**src/rtl/rgb2luma_pkg.sv**
```systemverilog
// rgb2luma_pkg: shared constants and types for the RGB-to-luma pipeline.
//   CW_DEF / FRAC_DEF : default channel width and coefficient fraction bits
//   K0_DEF..K2_DEF    : default weights at FRAC_DEF (sum = 2^FRAC_DEF)
//   coef_set_t        : one coefficient set {k2, k1, k0}
//   side_t            : frame markers carried beside each pixel
package rgb2luma_pkg;

  localparam int unsigned CW_DEF     = 8;
  localparam int unsigned FRAC_DEF   = 8;

  // Storage width for a coefficient; supports FRAC up to 16.
  localparam int unsigned COEF_MAX_W = 17;

  localparam int unsigned K0_DEF = 76;
  localparam int unsigned K1_DEF = 150;
  localparam int unsigned K2_DEF = 30;

  // k0 occupies the low bits, matching the cfg_coef packing.
  typedef struct packed {
    logic [COEF_MAX_W-1:0] k2;
    logic [COEF_MAX_W-1:0] k1;
    logic [COEF_MAX_W-1:0] k0;
  } coef_set_t;

  typedef struct packed {
    logic sof;
    logic eol;
  } side_t;

  // Rescale an 8-fraction-bit weight to frac bits, rounding to nearest.
  function automatic logic [COEF_MAX_W-1:0] scale_coef(input int unsigned k,
                                                       input int unsigned frac);
    int unsigned v;
    if (frac >= 8) begin
      v = k << (frac - 8);
    end else begin
      v = (k + (32'd1 << (7 - frac))) >> (8 - frac);
    end
    return COEF_MAX_W'(v);
  endfunction

  function automatic coef_set_t coef_defaults(input int unsigned frac);
    coef_set_t c;
    c.k0 = scale_coef(K0_DEF, frac);
    c.k1 = scale_coef(K1_DEF, frac);
    c.k2 = scale_coef(K2_DEF, frac);
    return c;
  endfunction

endpackage

```
**src/rtl/luma_pipe_reg.sv**
```systemverilog
// luma_pipe_reg: one valid/ready register slice of the luma pipeline.
//   clk, reset_n         : clock, async active-low reset
//   up_valid/up_data     : beat offered by the previous stage
//   up_ready_c           : combinational ready back to the previous stage
//   dn_valid/dn_data     : registered beat presented to the next stage
//   dn_ready             : next stage accepts
module luma_pipe_reg #(
  parameter int unsigned W = 8
) (
  input  logic         clk,
  input  logic         reset_n,
  input  logic         up_valid,
  output logic         up_ready_c,
  input  logic [W-1:0] up_data,
  output logic         dn_valid,
  input  logic         dn_ready,
  output logic [W-1:0] dn_data
);

  // Load when empty or when the held beat leaves this cycle (bubble collapse).
  assign up_ready_c = !dn_valid || dn_ready;

  // Data only moves on a real beat so a stalled output stays stable.
  always_ff @(posedge clk or negedge reset_n) begin
    if (!reset_n) begin
      dn_valid <= 1'b0;
      dn_data  <= '0;
    end else if (up_ready_c) begin
      dn_valid <= up_valid;
      if (up_valid) begin
        dn_data <= up_data;
      end
    end
  end

endmodule

```
**src/rtl/rgb2luma_pipe.sv**
```systemverilog
// rgb2luma_pipe: streaming RGB-to-luma converter, 3-stage stallable pipeline.
//   luma = sat((c0*k0 + c1*k1 + c2*k2 [+ 2^(FRAC-1)]) >> FRAC)
// Build option: RGB2LUMA_ROUND_EN adds the half-LSB before the shift
// (round-half-up); otherwise the result is truncated.
// Ports:
//   clk, reset_n             : clock, async active-low reset
//   in_valid/in_ready        : input handshake (in_ready combinational)
//   in_pixel                 : {c2, c1, c0}, CW bits each
//   in_sof/in_eol            : frame/line markers of the input pixel
//   cfg_we/cfg_coef          : write shadow set {k2, k1, k0}, FRAC+1 bits each
//   out_valid/out_ready      : output handshake
//   out_luma/out_sof/out_eol : registered result and its markers
module rgb2luma_pipe
  import rgb2luma_pkg::*;
#(
  parameter int unsigned CW   = CW_DEF,
  parameter int unsigned FRAC = FRAC_DEF
) (
  input  logic                  clk,
  input  logic                  reset_n,
  input  logic                  in_valid,
  output logic                  in_ready,
  input  logic [3*CW-1:0]       in_pixel,
  input  logic                  in_sof,
  input  logic                  in_eol,
  input  logic                  cfg_we,
  input  logic [3*(FRAC+1)-1:0] cfg_coef,
  output logic                  out_valid,
  input  logic                  out_ready,
  output logic [CW-1:0]         out_luma,
  output logic                  out_sof,
  output logic                  out_eol
);

  localparam int unsigned KW     = FRAC + 1;
  localparam int unsigned PW     = CW + FRAC + 1;
  localparam int unsigned SW     = CW + FRAC + 3;
  localparam int unsigned QW     = SW - FRAC;
  localparam int unsigned SIDE_W = $bits(side_t);
  localparam int unsigned D1W    = 3 * PW + SIDE_W;
  localparam int unsigned D2W    = SW + SIDE_W;
  localparam int unsigned D3W    = CW + SIDE_W;

  localparam coef_set_t COEF_RST = coef_defaults(FRAC);

`ifdef RGB2LUMA_ROUND_EN
  localparam int unsigned RND = (FRAC > 0) ? (32'd1 << (FRAC - 1)) : 32'd0;
`endif

  coef_set_t       shadow;
  coef_set_t       active;
  coef_set_t       cfg_set;
  coef_set_t       coef_use;
  logic            sof_acc;

  side_t           in_side;
  logic [PW-1:0]   p0_c, p1_c, p2_c;
  logic [D1W-1:0]  s1_in, s1_data;
  logic            s1_valid, s2_ready;

  side_t           s1_side;
  logic [PW-1:0]   s1_p0, s1_p1, s1_p2;
  logic [SW-1:0]   sum_c;
  logic [D2W-1:0]  s2_in, s2_data;
  logic            s2_valid, s3_ready;

  side_t           s2_side;
  logic [SW-1:0]   s2_sum;
  logic [SW-1:0]   rounded_c;
  logic [QW-1:0]   shifted_c;
  logic [CW-1:0]   luma_c;
  logic [D3W-1:0]  s3_in, s3_data;

  // Unpack the configuration word into a coefficient set.
  always_comb begin
    cfg_set    = '0;
    cfg_set.k0 = COEF_MAX_W'(cfg_coef[KW-1:0]);
    cfg_set.k1 = COEF_MAX_W'(cfg_coef[2*KW-1:KW]);
    cfg_set.k2 = COEF_MAX_W'(cfg_coef[3*KW-1:2*KW]);
  end

  assign sof_acc = in_valid && in_ready && in_sof;

  // Shadow takes writes; active swaps in the pre-write shadow on an sof accept.
  always_ff @(posedge clk or negedge reset_n) begin
    if (!reset_n) begin
      shadow <= COEF_RST;
      active <= COEF_RST;
    end else begin
      if (cfg_we) begin
        shadow <= cfg_set;
      end
      if (sof_acc) begin
        active <= shadow;
      end
    end
  end

  // S1 products; the sof beat itself already uses the set it is loading.
  always_comb begin
    coef_use = sof_acc ? shadow : active;
    p0_c     = PW'(in_pixel[CW-1:0])      * PW'(coef_use.k0);
    p1_c     = PW'(in_pixel[2*CW-1:CW])   * PW'(coef_use.k1);
    p2_c     = PW'(in_pixel[3*CW-1:2*CW]) * PW'(coef_use.k2);
    in_side  = '{sof: in_sof, eol: in_eol};
    s1_in    = {in_side, p2_c, p1_c, p0_c};
  end

  luma_pipe_reg #(.W(D1W)) u_s1 (
    .clk        (clk),
    .reset_n    (reset_n),
    .up_valid   (in_valid),
    .up_ready_c (in_ready),
    .up_data    (s1_in),
    .dn_valid   (s1_valid),
    .dn_ready   (s2_ready),
    .dn_data    (s1_data)
  );

  // S2 sum; SW bits hold the worst-case total without overflow.
  always_comb begin
    {s1_side, s1_p2, s1_p1, s1_p0} = s1_data;
    sum_c = SW'(s1_p0) + SW'(s1_p1) + SW'(s1_p2);
    s2_in = {s1_side, sum_c};
  end

  luma_pipe_reg #(.W(D2W)) u_s2 (
    .clk        (clk),
    .reset_n    (reset_n),
    .up_valid   (s1_valid),
    .up_ready_c (s2_ready),
    .up_data    (s2_in),
    .dn_valid   (s2_valid),
    .dn_ready   (s3_ready),
    .dn_data    (s2_data)
  );

  // S3 optional round, shift out the fraction, clamp to CW bits.
  always_comb begin
    {s2_side, s2_sum} = s2_data;
`ifdef RGB2LUMA_ROUND_EN
    rounded_c = s2_sum + SW'(RND);
`else
    rounded_c = s2_sum;
`endif
    shifted_c = QW'(rounded_c >> FRAC);
    luma_c    = (|shifted_c[QW-1:CW]) ? {CW{1'b1}} : shifted_c[CW-1:0];
    s3_in     = {s2_side, luma_c};
  end

  luma_pipe_reg #(.W(D3W)) u_s3 (
    .clk        (clk),
    .reset_n    (reset_n),
    .up_valid   (s2_valid),
    .up_ready_c (s3_ready),
    .up_data    (s3_in),
    .dn_valid   (out_valid),
    .dn_ready   (out_ready),
    .dn_data    (s3_data)
  );

  assign {out_sof, out_eol, out_luma} = s3_data;

endmodule

```
**config.mk**
```make
export PLATFORM = sky130hd
export DESIGN_NAME = rgb2luma_pipe
export DESIGN_NICKNAME = d
export VERILOG_FILES = /design/src/rtl/rgb2luma_pkg.sv /design/src/rtl/luma_pipe_reg.sv /design/src/rtl/rgb2luma_pipe.sv
export SDC_FILE = /design/constraint.sdc
export NUM_CORES = 1
export LEC_CHECK = 0
export CAP_MARGIN = 15
export CORE_ASPECT_RATIO = 2
export CORE_MARGIN = 5
export CORE_UTILIZATION = 60
export CTS_CLUSTER_DIAMETER = 30
export DETAILED_ROUTE_END_ITERATION = 10
export PLACE_DENSITY = 0.79
export SYNTH_ARGS = -nofsm -noshare
export SYNTH_HDL_FRONTEND = slang
export SYNTH_SLANG_ARGS = --single-unit
export TNS_END_PERCENT = 20
```
**constraint.sdc**
```tcl
create_clock -name clk -period 7.8 [get_ports clk]
set_clock_uncertainty 0.1 [all_clocks]
set_input_delay 2.34 -clock clk [delete_from_list [all_inputs] [get_ports clk]]
set_output_delay 2.34 -clock clk [all_outputs]
set_load 0.02 [all_outputs]
```
==> results.json <==
{
  "status": "finished, final reports clean",
  "swShare_pct": 45.6,
  "critPathMaxFanout": 8,
  "first_global_vias": 12918,
  "max_freq_mhz": 132,
  "cp_slowest_cell": "fa_1",
  "die_w_microns": 125,
  "wire_per_inst_microns": 17.7,
  "setup_viol": 0,
  "period_share_pct": 96.9,
  "maxCapViolations": 0,
  "p_per_area_mw_per_mm2": 459,
  "synth_nets": 1940,
  "drtAntennaViolNets": 0,
  "pwr-share-clk_pct": 10.2,
  "synth.cell_area_sq_mm": 0.0159,
  "startpoint_type": "input port",
  "maxSlewHeadroom_pct": 39.0,
  "cts_tree": "built",
  "die_area_sq_mm": 0.0300,
  "num_antenna_cells": 0,
  "path_class": "in2reg",
  "cpPeakStageDelay_ns": 0.53,
  "power.switching_mw": 3.84,
  "ys_ff_latch": 157,
  "yosysWarnings": 0,
  "synth-seq-area-share_pct": 24.9,
  "via_per_inst": 5.49,
  "fin_cells": 2098,
  "totalWireLength_microns": 37100,
  "async_flop_share_pct": 100,
  "drv_slew": 0,
  "drc": 0,
  "finalWorstSetupSlack_ns": 0.242,
  "gr-total-overflow": 0,
  "syn-mean-instance-area_sq_um": 10.1,
  "final_common_cell": "inv_1",
  "final_cell_mix": "221 x inv_1, 214 x fa_1, 175 x nand2_1",
  "crit_path_end_kind": "flip-flop",
  "final_util_pct": 70.2,
  "row_count": 84,
  "worstPathCellList": "clkdlybuf4s50_1, nor2b_2, nand3_1, and2_4, nand2_2, mux2_2, and2_1, fa_1, fa_1, fa_1, inv_1, fa_1, inv_1, ha_1, or2_1, o31ai_1, or3b_1, nand3_1, nand2_1, xnor2_1, buf_4, o21ai_1",
  "synthFlopType": "dfrtp_1",
  "hold-worst-slack_ns": 0.379,
  "setup_tns_ns": 0,
  "ios": 70,
  "nNetsFinal": 2104,
  "drive_gt1_share_pct": 16.0,
  "globalplace.congestion": 0.903,
  "reg2reg_depth": 21,
  "drt-pass1-iter-count": 5,
  "fin_area_sq_mm": 0.0184,
  "worst_path_most_repeated_cell": "fa_1",
  "p_int_mw": 4.59,
  "finalPower_mw": 8.43,
  "worstHoldPathCells": 2,
  "cts_root_buf": "clkbuf_16",
  "worst-endpoint-required_ns": 8.01,
  "crit_arrival_ns": 7.77,
  "syn_to_final_growth_pct": 15.7,
  "path_buf_inv": 4,
  "initialDrtViolationCount": 516,
  "clkLatencyLatePin_ns": 0.46,
  "synthCells": 1577,
  "dp_cells": 2062,
  "synth_edf_count": 0,
  "via_count": 11516,
  "hpwl_microns": 29500,
  "cts_max_level": 4,
  "synth.distinct_cells": 59,
  "holdCritPathClass": "reg2reg",
  "finalHoldViolCount": 0,
  "cts_sinks": 157,
  "peakVddDrop_uv": 279,
  "worst_pin_slew_ns": 0.915,
  "dp_slack_ns": -0.317,
  "cts_made_buffers": 17,
  "cp_top_family": "adder cells",
  "grtUsageTotal_pct": 26.0,
  "power.share.combinational_pct": 74.8,
  "cts_hold_buffers": 0,
  "grt_antenna_before_repair": 0,
  "grt_max_degree": 97,
  "rsz0062_at_grt": "no",
  "min_period_ns": 7.56,
  "clk_pin_slew_worst_paths_ns": 0.07,
  "path_depth": 22,
  "grt_pass1_wl_microns": 62200,
  "fp.dieH_microns": 240,
  "clockBufferDepth": 2,
  "port_buffers": 69,
  "dpl_cell_area_sq_mm": 0.0177,
  "initial_core_util_pct": 60.6,
  "seq_power_share_pct": 15.0,
  "p_leak_nw": 8.93,
  "core_sq_mm": 0.0262
}
flip-flops by register name, summed over array words and instances, names as in the netlist:
signal	flops
u_s1.dn_data	53
active	51
shadow	27
u_s2.dn_data	13
u_s3.dn_data	10
u_s1.dn_valid	1
u_s2.dn_valid	1
u_s3.dn_valid	1
layer usage:
| layer | part of all wire, % | wire length (microns) | global-route usage, % |
|---|---|---|---|
| met5 | 0 | 0 | 0 |
| met4 | 5.8 | 2140 | 14.5 |
| met3 | 2.6 | 982 | 3.29 |
| met2 | 58 | 21400 | 50.4 |
| met1 | 34 | 12600 | 26.7 |
power groups by stage:
stage / Sequential, mW / Combinational (mW) / Clock (mW)
2_1_floorplan: 1.23 / 4.05 / 0
3_3_place_gp: 1.27 / 6.07 / 0
3_5_place_dp: 1.28 / 6.30 / 0
4_1_cts: 1.26 / 6.35 / 0.873
5_1_grt: 1.29 / 7.07 / 0.901
6_report: 1.26 / 6.31 / 0.858
Yosys cell counts (22+ instances only):
cell type  number  share of area [%]
and2_1         63                2.5
dfrtp_1       135                 21
nor2b_1       156                6.1
xor2_1         30                1.7
ha_1           91                7.2
fa_1          214                 27
dfstp_2        22                3.6
nand2_1       176                4.2
o21ai_0        28               0.88
nor2_1         27               0.64
inv_1         221                5.2
and3_1         60                2.4
mux2_2         41                2.9
clkbuf_1       30               0.71
xnor2_1        42                2.3
o21ai_1        25               0.79
final cells by class:
type,instances,area [sq um]
flip-flops and latches,157,3960
clock inverters,14,150
multi-input cells,1128,10800
clock buffers,18,439
repair buffers,195,1680
inverters,242,908
fillers,1913,7800
well taps,344,430
path summary, 6_finish.rpt:
kind	endpoint	from	slack (ns)
min	u_s1.dn_data[51]	u_s1.dn_data[51]	0.38
min reg2reg	u_s1.dn_data[51]	u_s1.dn_data[51]	0.38
max in group asynchronous	active[7]	reset_n	4.29
min in group asynchronous	shadow[17]	reset_n	1.84
max	u_s1.dn_data[48]	out_ready	0.24
max reg2reg	u_s1.dn_data[48]	u_s3.dn_valid	2.16
repair_timing:
action                                  4_1_cts  5_1_grt
buffers inserted                              0        3
resized for setup                             0        6
endpoints found under the setup margin        0       11
tightest hold or removal path, cell delays in order, from the launching register on:
cell and delay (ns):
dfrtp_1 0.34, nand2_1 0.05, nand2_1 0.05
logic make-up after synthesis:
kind of cell               count (synthesis)  share of synthesized area (%)
adders and majority gates                305                           34.2
AOI/OAI and AO/OA                        139                           5.72
and+or+nand+nor                          546                           18.2
DFF                                      157                           24.9
buffers and inverters                    293                           7.21
muxes                                     64                           5.61
xor gates and xnor gates                  73                           4.12
Power figures use the tool's default switching activity.
